===== src/rtl/cache_mem_bridge_pkg.sv =====
// Shared word/line types, beat sizing and FSM state encoding for the cache memory bridge.
package cache_mem_bridge_pkg;

    localparam int unsigned WORD_W     = 32;
    localparam int unsigned LINE_WORDS = 4;
    localparam int unsigned LINE_W     = WORD_W * LINE_WORDS;
    localparam int unsigned BEAT_W     = $clog2(LINE_WORDS);
    localparam logic [BEAT_W-1:0] LAST_BEAT = BEAT_W'(LINE_WORDS - 1);

    typedef logic [WORD_W-1:0] word_t;
    // Word 0 of a line occupies bits [31:0].
    typedef logic [LINE_WORDS-1:0][WORD_W-1:0] line_t;

    typedef enum logic [1:0] {
        ST_IDLE,
        ST_BEAT,
        ST_DONE
    } state_e;

    typedef struct packed {
        logic  wr;
        word_t base;
        line_t wline;
    } req_t;

    function automatic word_t beat_addr(input word_t base, input logic [BEAT_W-1:0] beat);
        return base + WORD_W'({beat, 2'b00});
    endfunction

endpackage


===== src/rtl/cache_rr_arbiter.sv =====
// Combinational round-robin arbiter: grants the first requester at or after ptr_i.
module cache_rr_arbiter #(
    parameter int unsigned N = 4
) (
    input  logic [N-1:0]                            req_i,
    input  logic [((N > 1) ? $clog2(N) : 1)-1:0]    ptr_i,
    output logic [N-1:0]                            grant_o,
    output logic [((N > 1) ? $clog2(N) : 1)-1:0]    idx_o,
    output logic                                    any_o
);

    localparam int unsigned IW = (N > 1) ? $clog2(N) : 1;

    always_comb begin
        int unsigned cand;
        grant_o = '0;
        idx_o   = '0;
        any_o   = 1'b0;
        cand    = 0;
        for (int unsigned i = 0; i < N; i++) begin
            cand = (32'(ptr_i) + i) % N;
            if (!any_o && req_i[IW'(cand)]) begin
                any_o                = 1'b1;
                idx_o                = IW'(cand);
                grant_o[IW'(cand)]   = 1'b1;
            end
        end
    end

endmodule


===== src/rtl/cache_mem_bridge.sv =====
// Arbitrates line requests from the cache controllers and serializes each into
// four word beats on the memory master, returning the line or a write acknowledge.
module cache_mem_bridge
    import cache_mem_bridge_pkg::*;
#(
    parameter int unsigned CACHES = 4
) (
    input  logic                 clk,
    input  logic                 rst,
    input  logic [31:0]          cache_address [CACHES],
    input  logic [CACHES-1:0]    cache_read,
    input  logic [CACHES-1:0]    cache_write,
    input  logic [127:0]         cache_writedata [CACHES],
    output logic [127:0]         cache_readdata [CACHES],
    output logic [CACHES-1:0]    cache_waitrequest,
    output logic [31:0]          mem_address,
    output logic                 mem_read,
    output logic                 mem_write,
    output logic [31:0]          mem_writedata,
    input  logic [31:0]          mem_readdata,
    input  logic                 mem_waitrequest
);

    localparam int unsigned IW = (CACHES > 1) ? $clog2(CACHES) : 1;

    state_e              state_q, state_d;
    logic [IW-1:0]       port_q, port_d;
    logic [IW-1:0]       rr_ptr_q, rr_ptr_d;
    req_t                req_q, req_d;
    logic [BEAT_W-1:0]   beat_q, beat_d;
    line_t               rbuf_q, rbuf_d;
    word_t               mem_address_q, mem_address_d;
    logic                mem_read_q, mem_read_d;
    logic                mem_write_q, mem_write_d;
    word_t               mem_writedata_q, mem_writedata_d;

    logic [CACHES-1:0]   req_vec;
    logic [CACHES-1:0]   gnt;
    logic [IW-1:0]       gnt_idx;
    logic                gnt_any;

    assign req_vec = cache_read | cache_write;

    cache_rr_arbiter #(
        .N (CACHES)
    ) u_arb (
        .req_i   (req_vec),
        .ptr_i   (rr_ptr_q),
        .grant_o (gnt),
        .idx_o   (gnt_idx),
        .any_o   (gnt_any)
    );

    // Next-state and next-output logic; the memory master outputs are computed one beat ahead.
    always_comb begin
        state_d         = state_q;
        port_d          = port_q;
        rr_ptr_d        = rr_ptr_q;
        req_d           = req_q;
        beat_d          = beat_q;
        rbuf_d          = rbuf_q;
        mem_address_d   = mem_address_q;
        mem_read_d      = mem_read_q;
        mem_write_d     = mem_write_q;
        mem_writedata_d = mem_writedata_q;

        unique case (state_q)
            ST_IDLE: begin
                if (gnt_any) begin
                    // A port raising both read and write is served as a write.
                    port_d          = gnt_idx;
                    req_d.wr        = |(gnt & cache_write);
                    req_d.base      = cache_address[gnt_idx];
                    req_d.wline     = cache_writedata[gnt_idx];
                    beat_d          = '0;
                    mem_address_d   = cache_address[gnt_idx];
                    mem_read_d      = !(|(gnt & cache_write));
                    mem_write_d     = |(gnt & cache_write);
                    mem_writedata_d = cache_writedata[gnt_idx][WORD_W-1:0];
                    state_d         = ST_BEAT;
                end
            end
            ST_BEAT: begin
                if (!mem_waitrequest) begin
                    if (!req_q.wr) begin
                        rbuf_d[beat_q] = mem_readdata;
                    end
                    if (beat_q == LAST_BEAT) begin
                        mem_read_d  = 1'b0;
                        mem_write_d = 1'b0;
                        state_d     = ST_DONE;
                    end else begin
                        beat_d          = beat_q + BEAT_W'(1);
                        mem_address_d   = beat_addr(req_q.base, beat_d);
                        mem_writedata_d = req_q.wline[beat_d];
                    end
                end
            end
            ST_DONE: begin
                rr_ptr_d = (port_q == IW'(CACHES - 1)) ? '0 : port_q + IW'(1);
                state_d  = ST_IDLE;
            end
            default: begin
                state_d = ST_IDLE;
            end
        endcase
    end

    always_ff @(posedge clk) begin
        if (rst) begin
            state_q         <= ST_IDLE;
            port_q          <= '0;
            rr_ptr_q        <= '0;
            req_q           <= '0;
            beat_q          <= '0;
            rbuf_q          <= '0;
            mem_address_q   <= '0;
            mem_read_q      <= 1'b0;
            mem_write_q     <= 1'b0;
            mem_writedata_q <= '0;
        end else begin
            state_q         <= state_d;
            port_q          <= port_d;
            rr_ptr_q        <= rr_ptr_d;
            req_q           <= req_d;
            beat_q          <= beat_d;
            rbuf_q          <= rbuf_d;
            mem_address_q   <= mem_address_d;
            mem_read_q      <= mem_read_d;
            mem_write_q     <= mem_write_d;
            mem_writedata_q <= mem_writedata_d;
        end
    end

    assign mem_address   = mem_address_q;
    assign mem_read      = mem_read_q;
    assign mem_write     = mem_write_q;
    assign mem_writedata = mem_writedata_q;

    // Acknowledge is a pure decode of registered state, so no input reaches it combinationally.
    for (genvar g = 0; g < CACHES; g++) begin : g_port
        assign cache_waitrequest[g] = !((state_q == ST_DONE) && (port_q == IW'(g)));
        assign cache_readdata[g]    = rbuf_q;
    end

endmodule


===== config.mk =====
export PLATFORM = sky130hd
export DESIGN_NAME = cache_mem_bridge
export DESIGN_NICKNAME = d
export VERILOG_FILES = /design/src/rtl/cache_mem_bridge_pkg.sv /design/src/rtl/cache_rr_arbiter.sv /design/src/rtl/cache_mem_bridge.sv
export SDC_FILE = /design/constraint.sdc
export NUM_CORES = 1
export LEC_CHECK = 0
export ABC_AREA = 0
export CELL_PAD_IN_SITES_DETAIL_PLACEMENT = 0
export CELL_PAD_IN_SITES_GLOBAL_PLACEMENT = 2
export CORE_AREA = 2 2 492 494
export CTS_BUF_LIST = sky130_fd_sc_hd__clkbuf_4
export DETAILED_ROUTE_END_ITERATION = 8
export DIE_AREA = 0 0 494 496
export PLACE_DENSITY = 0.54
export SLEW_MARGIN = 40
export SYNTH_ARGS = -nofsm -noshare
export SYNTH_HDL_FRONTEND = slang
export SYNTH_SLANG_ARGS = --single-unit

===== constraint.sdc =====
create_clock -name clk -period 3.9 [get_ports clk]
set_input_delay 0.78 -clock clk [delete_from_list [all_inputs] [get_ports clk]]
set_output_delay 0.78 -clock clk [all_outputs]
set_load 0.01 [all_outputs]

==> summary.md <==
| Metric | Value |
|---|---|
| Initial antenna violation count | 53 |
| DP Worst Slack | -0.347 ns |
| Die Wd | a little under 500 um |
| Final net count | 4777 |
| Leading area contributor after synthesis | dfxtp_1 |
| Period minus WS final | 3.70 ns |
| FF-to-FF End | mem_address[7] |
| Cell variety after synth | between 60 and 70 |
| Layout cells sized above 1 | 0.125 |
| CTS Buf Count | about 140 |
| Synth Instances | ~3k |
| FF+latch count, synth | 363 |
| Global-route wire length before repair | 245000 um |
| Syn nets | 3749 |
| Area delta synth->final | 76.1% |
| Clock latency on the worst-skew pair | 1.15 ns |
| Reg2reg start | rr_ptr_q[0] |
| Hold-critical path endpoint | cache_readdata[92] |
| Clock transition at path regs | 0.06 ns |
| WP data arrival | around 4.6 ns |
| Drt drc | 0 |
| Fmax | 270 MHz |
| Die footprint | 245000 um^2 |
| Fin. Hold Viols | 0 |
| Worst Hold Depth | 3 |
| Placement Cell Area | 37200 um^2 |
| Final hold slack | 0.312 ns |
| Final setup fails | 0 |
| Status | finished clean |
| Vias per cell | 3.56 |
| DRT Wirelength | 189000 um |
| RSZ-0062 raised after global routing | false |
| Max_cap viols | 0 |
| Slew Viols, Final | 0 |
| Worst hold start | mem_readdata[28] |
| Pwr dens | ~300 nW/um^2 |
| Syn Area/Cell | 7.27 um^2 |
| PortBufs | 1264 |
| Clock sink count | between 300 and 400 |
| Die Ht | about 500 um |
| Post-route setup slack | 0.197 ns |
| Largest net degree at the start of global routing | 127 |
| GP Congestion | ~0.87 |
| Starting density of the core | 0.0924 |
| Total gr overflow | 0 |
| Commonest cells in the netlist | 947 x nand2_1, 538 x a21oi_1, 392 x buf_4 |
| Slew @ Worst Pin | 0.838 ns |
| Synth top area cells | dfxtp_1 33%, nand2_1 16%, buf_4 13% |
| Worst setup path category | reg2reg |
| Clock Skews | 0.0850 ns |
| Core area | about 240000 um^2 |
| CP Max Fanout | 20 |
| Total number of H-tree levels | 4 |
| Vias in the first global route | 26.6k |
| Yosys warning count | 0 |
| Clock root buffer | clkbuf_4 |
| Synth Cell Area | 22100 um^2 |
| Deepest clock path buffer count | 3 |
| Ys flop type | dfxtp_1 |
| Post-synth ARST share | 0 |
| Drt wl/cell | 25.7 um |
| 1st-iter DRT viols | 1502 |
| Worst R2R Path Depth | 12 |
| Flop-to-flop setup slack | 0.20 ns |
| Number of flops mapped to enable cells by yosys | 0 |
| Crit start category | register |
| Via count | roughly 26k |
| Relative slew margins | 0.442 |
| Antenna viol nets, final | 0 |
| Register area share after synthesis | 0.328 |
| Worst Hold Class | in2reg |
| Pleak | 14.3 nW |
| Final HPWL DP | 155000 um |
| Critical Path RT | 4.81 ns |
| CTS tree | built |
| Tcrit/Tclk final | 0.950 |
| # rows | 180 |
| 1st-pass router iterations | 7 |
| Final Cell Area | 39000 um^2 |
| I/O Pins | between 1k and 1.5k |
| VDD IR max | 0.169 mV |
| Crit end category | register |
| All-Layer GR Usage | 0.148 |
| Yosys top cell area share | 0.328 |
| Most common cell in the netlist | nand2_1 |
[area by class of cell]
| class | count | area, um^2 |
|---|---|---|
| antenna | 25 | 62.6 |
| clock buffer | 183 | 1370 |
| clock inverter | 46 | 307 |
| fill | 27400 | 201000 |
| inverter | 11 | 41.3 |
| multi-input combinational | 2062 | 11000 |
| sequential | 363 | 7270 |
| tap | 3185 | 3990 |
| timing repair buffer | 1501 | 15000 |
[layout by cell type, fill, tap and decap left out, types with 31 or more instances in the layout]
master,instances
o21ai_0,71
o21ai_1,35
buf_4,193
buf_12,42
dfxtp_1,361
clkdlybuf4s50_1,1263
clkbuf_4,183
mux4_2,36
nor2_1,66
clkinv_1,31
nand2_1,941
a21oi_1,537
a211o_1,97
a211oi_1,36
[layer usage]
| layer | routed length, um | global-route usage |
|---|---|---|
| met4 | 3990 | 0.0341 |
| met3 | 12200 | 0.0400 |
| met2 | 103000 | 0.288 |
| met1 | 69700 | 0.155 |
| met5 | 269 | 0 |
[worst max-delay path by stage]
stage / end / cells past startpoint / slack (ns) / start
6_report: mem_address[7] / 12 / 0.20 / rr_ptr_q[0]
5_1_grt: mem_address[7] / 11 / 0.002 / rr_ptr_q[0]
3_5_place_dp: mem_address[7] / 10 / -0.35 / cache_read[0]
4_1_cts: mem_address[7] / 11 / 0.10 / rr_ptr_q[0]
3_3_place_gp: mem_address[7] / 10 / -0.34 / cache_read[0]
2_1_floorplan: mem_address[29] / 13 / 0.35 / beat_q[0]
[cells by family after synthesis]
| family | count (synthesis) | synth area share |
|---|---|---|
| AND/OR/NAND/NOR | 1132 | 0.206 |
| buffers and inverters | 622 | 0.182 |
| adder cells (fa/ha/maj) | 19 | 0.0111 |
| multiplexers | 36 | 0.0366 |
| XOR/XNOR | 28 | 0.0111 |
| AO/OA/AOI/OAI | 847 | 0.225 |
| flip-flops | 363 | 0.328 |
[stage by stage]
| step | instances | util | power [mW] | TNS, ns |
|---|---|---|---|---|
| after CTS | 7351 | 0.162 | 11.9 | 0 |
| after global placement | 7121 | 0.155 | 7.00 | -7.68 |
| final | 7376 | 0.163 | 11.5 | 0 |
| after global routing | 7363 | 0.163 | 12.2 | 0 |
| after detailed placement | 7121 | 0.155 | 7.00 | -9.57 |
| after floorplan | 3047 | - | 5.09 | 0 |
[worst max-delay path, stage by stage, from the launching register on]
cell	delay, ns
dfxtp_1	0.35
clkinv_1	0.09
ha_1	0.45
nor4bb_1	0.52
buf_4	0.22
nand3_1	0.12
a31oi_4	0.28
o22ai_4	0.12
buf_12	0.16
buf_4	0.22
and3_1	0.18
a311oi_1	0.57
o21ai_0	0.15
[flip-flops by register name (all words and copies together) (netlist names)]
register and cells:
mem_address 32, rr_ptr_q 2, port_q 2, state_q 2, mem_writedata 32, mem_read 1, beat_q 2, cache_readdata 128
mem_write 1, req_q 161
[power breakdown]
group / total [mW] / internal, mW / leakage, nW / switching [mW]
Combinational: 2.65 / 1.38 / 10.3 / 1.28
Sequential: 4.18 / 3.92 / 2.97 / 0.260
Clock: 4.67 / 2.38 / 0.983 / 2.30
[repair_timing]
item                       4_1_cts  5_1_grt
setup endpoints to repair        4        0
hold endpoints to repair        20        0
buffers inserted                 0        0
hold buffers                     1        0
resized for setup                2        0
No activity file was read; power rests on OpenSTA's default activity.
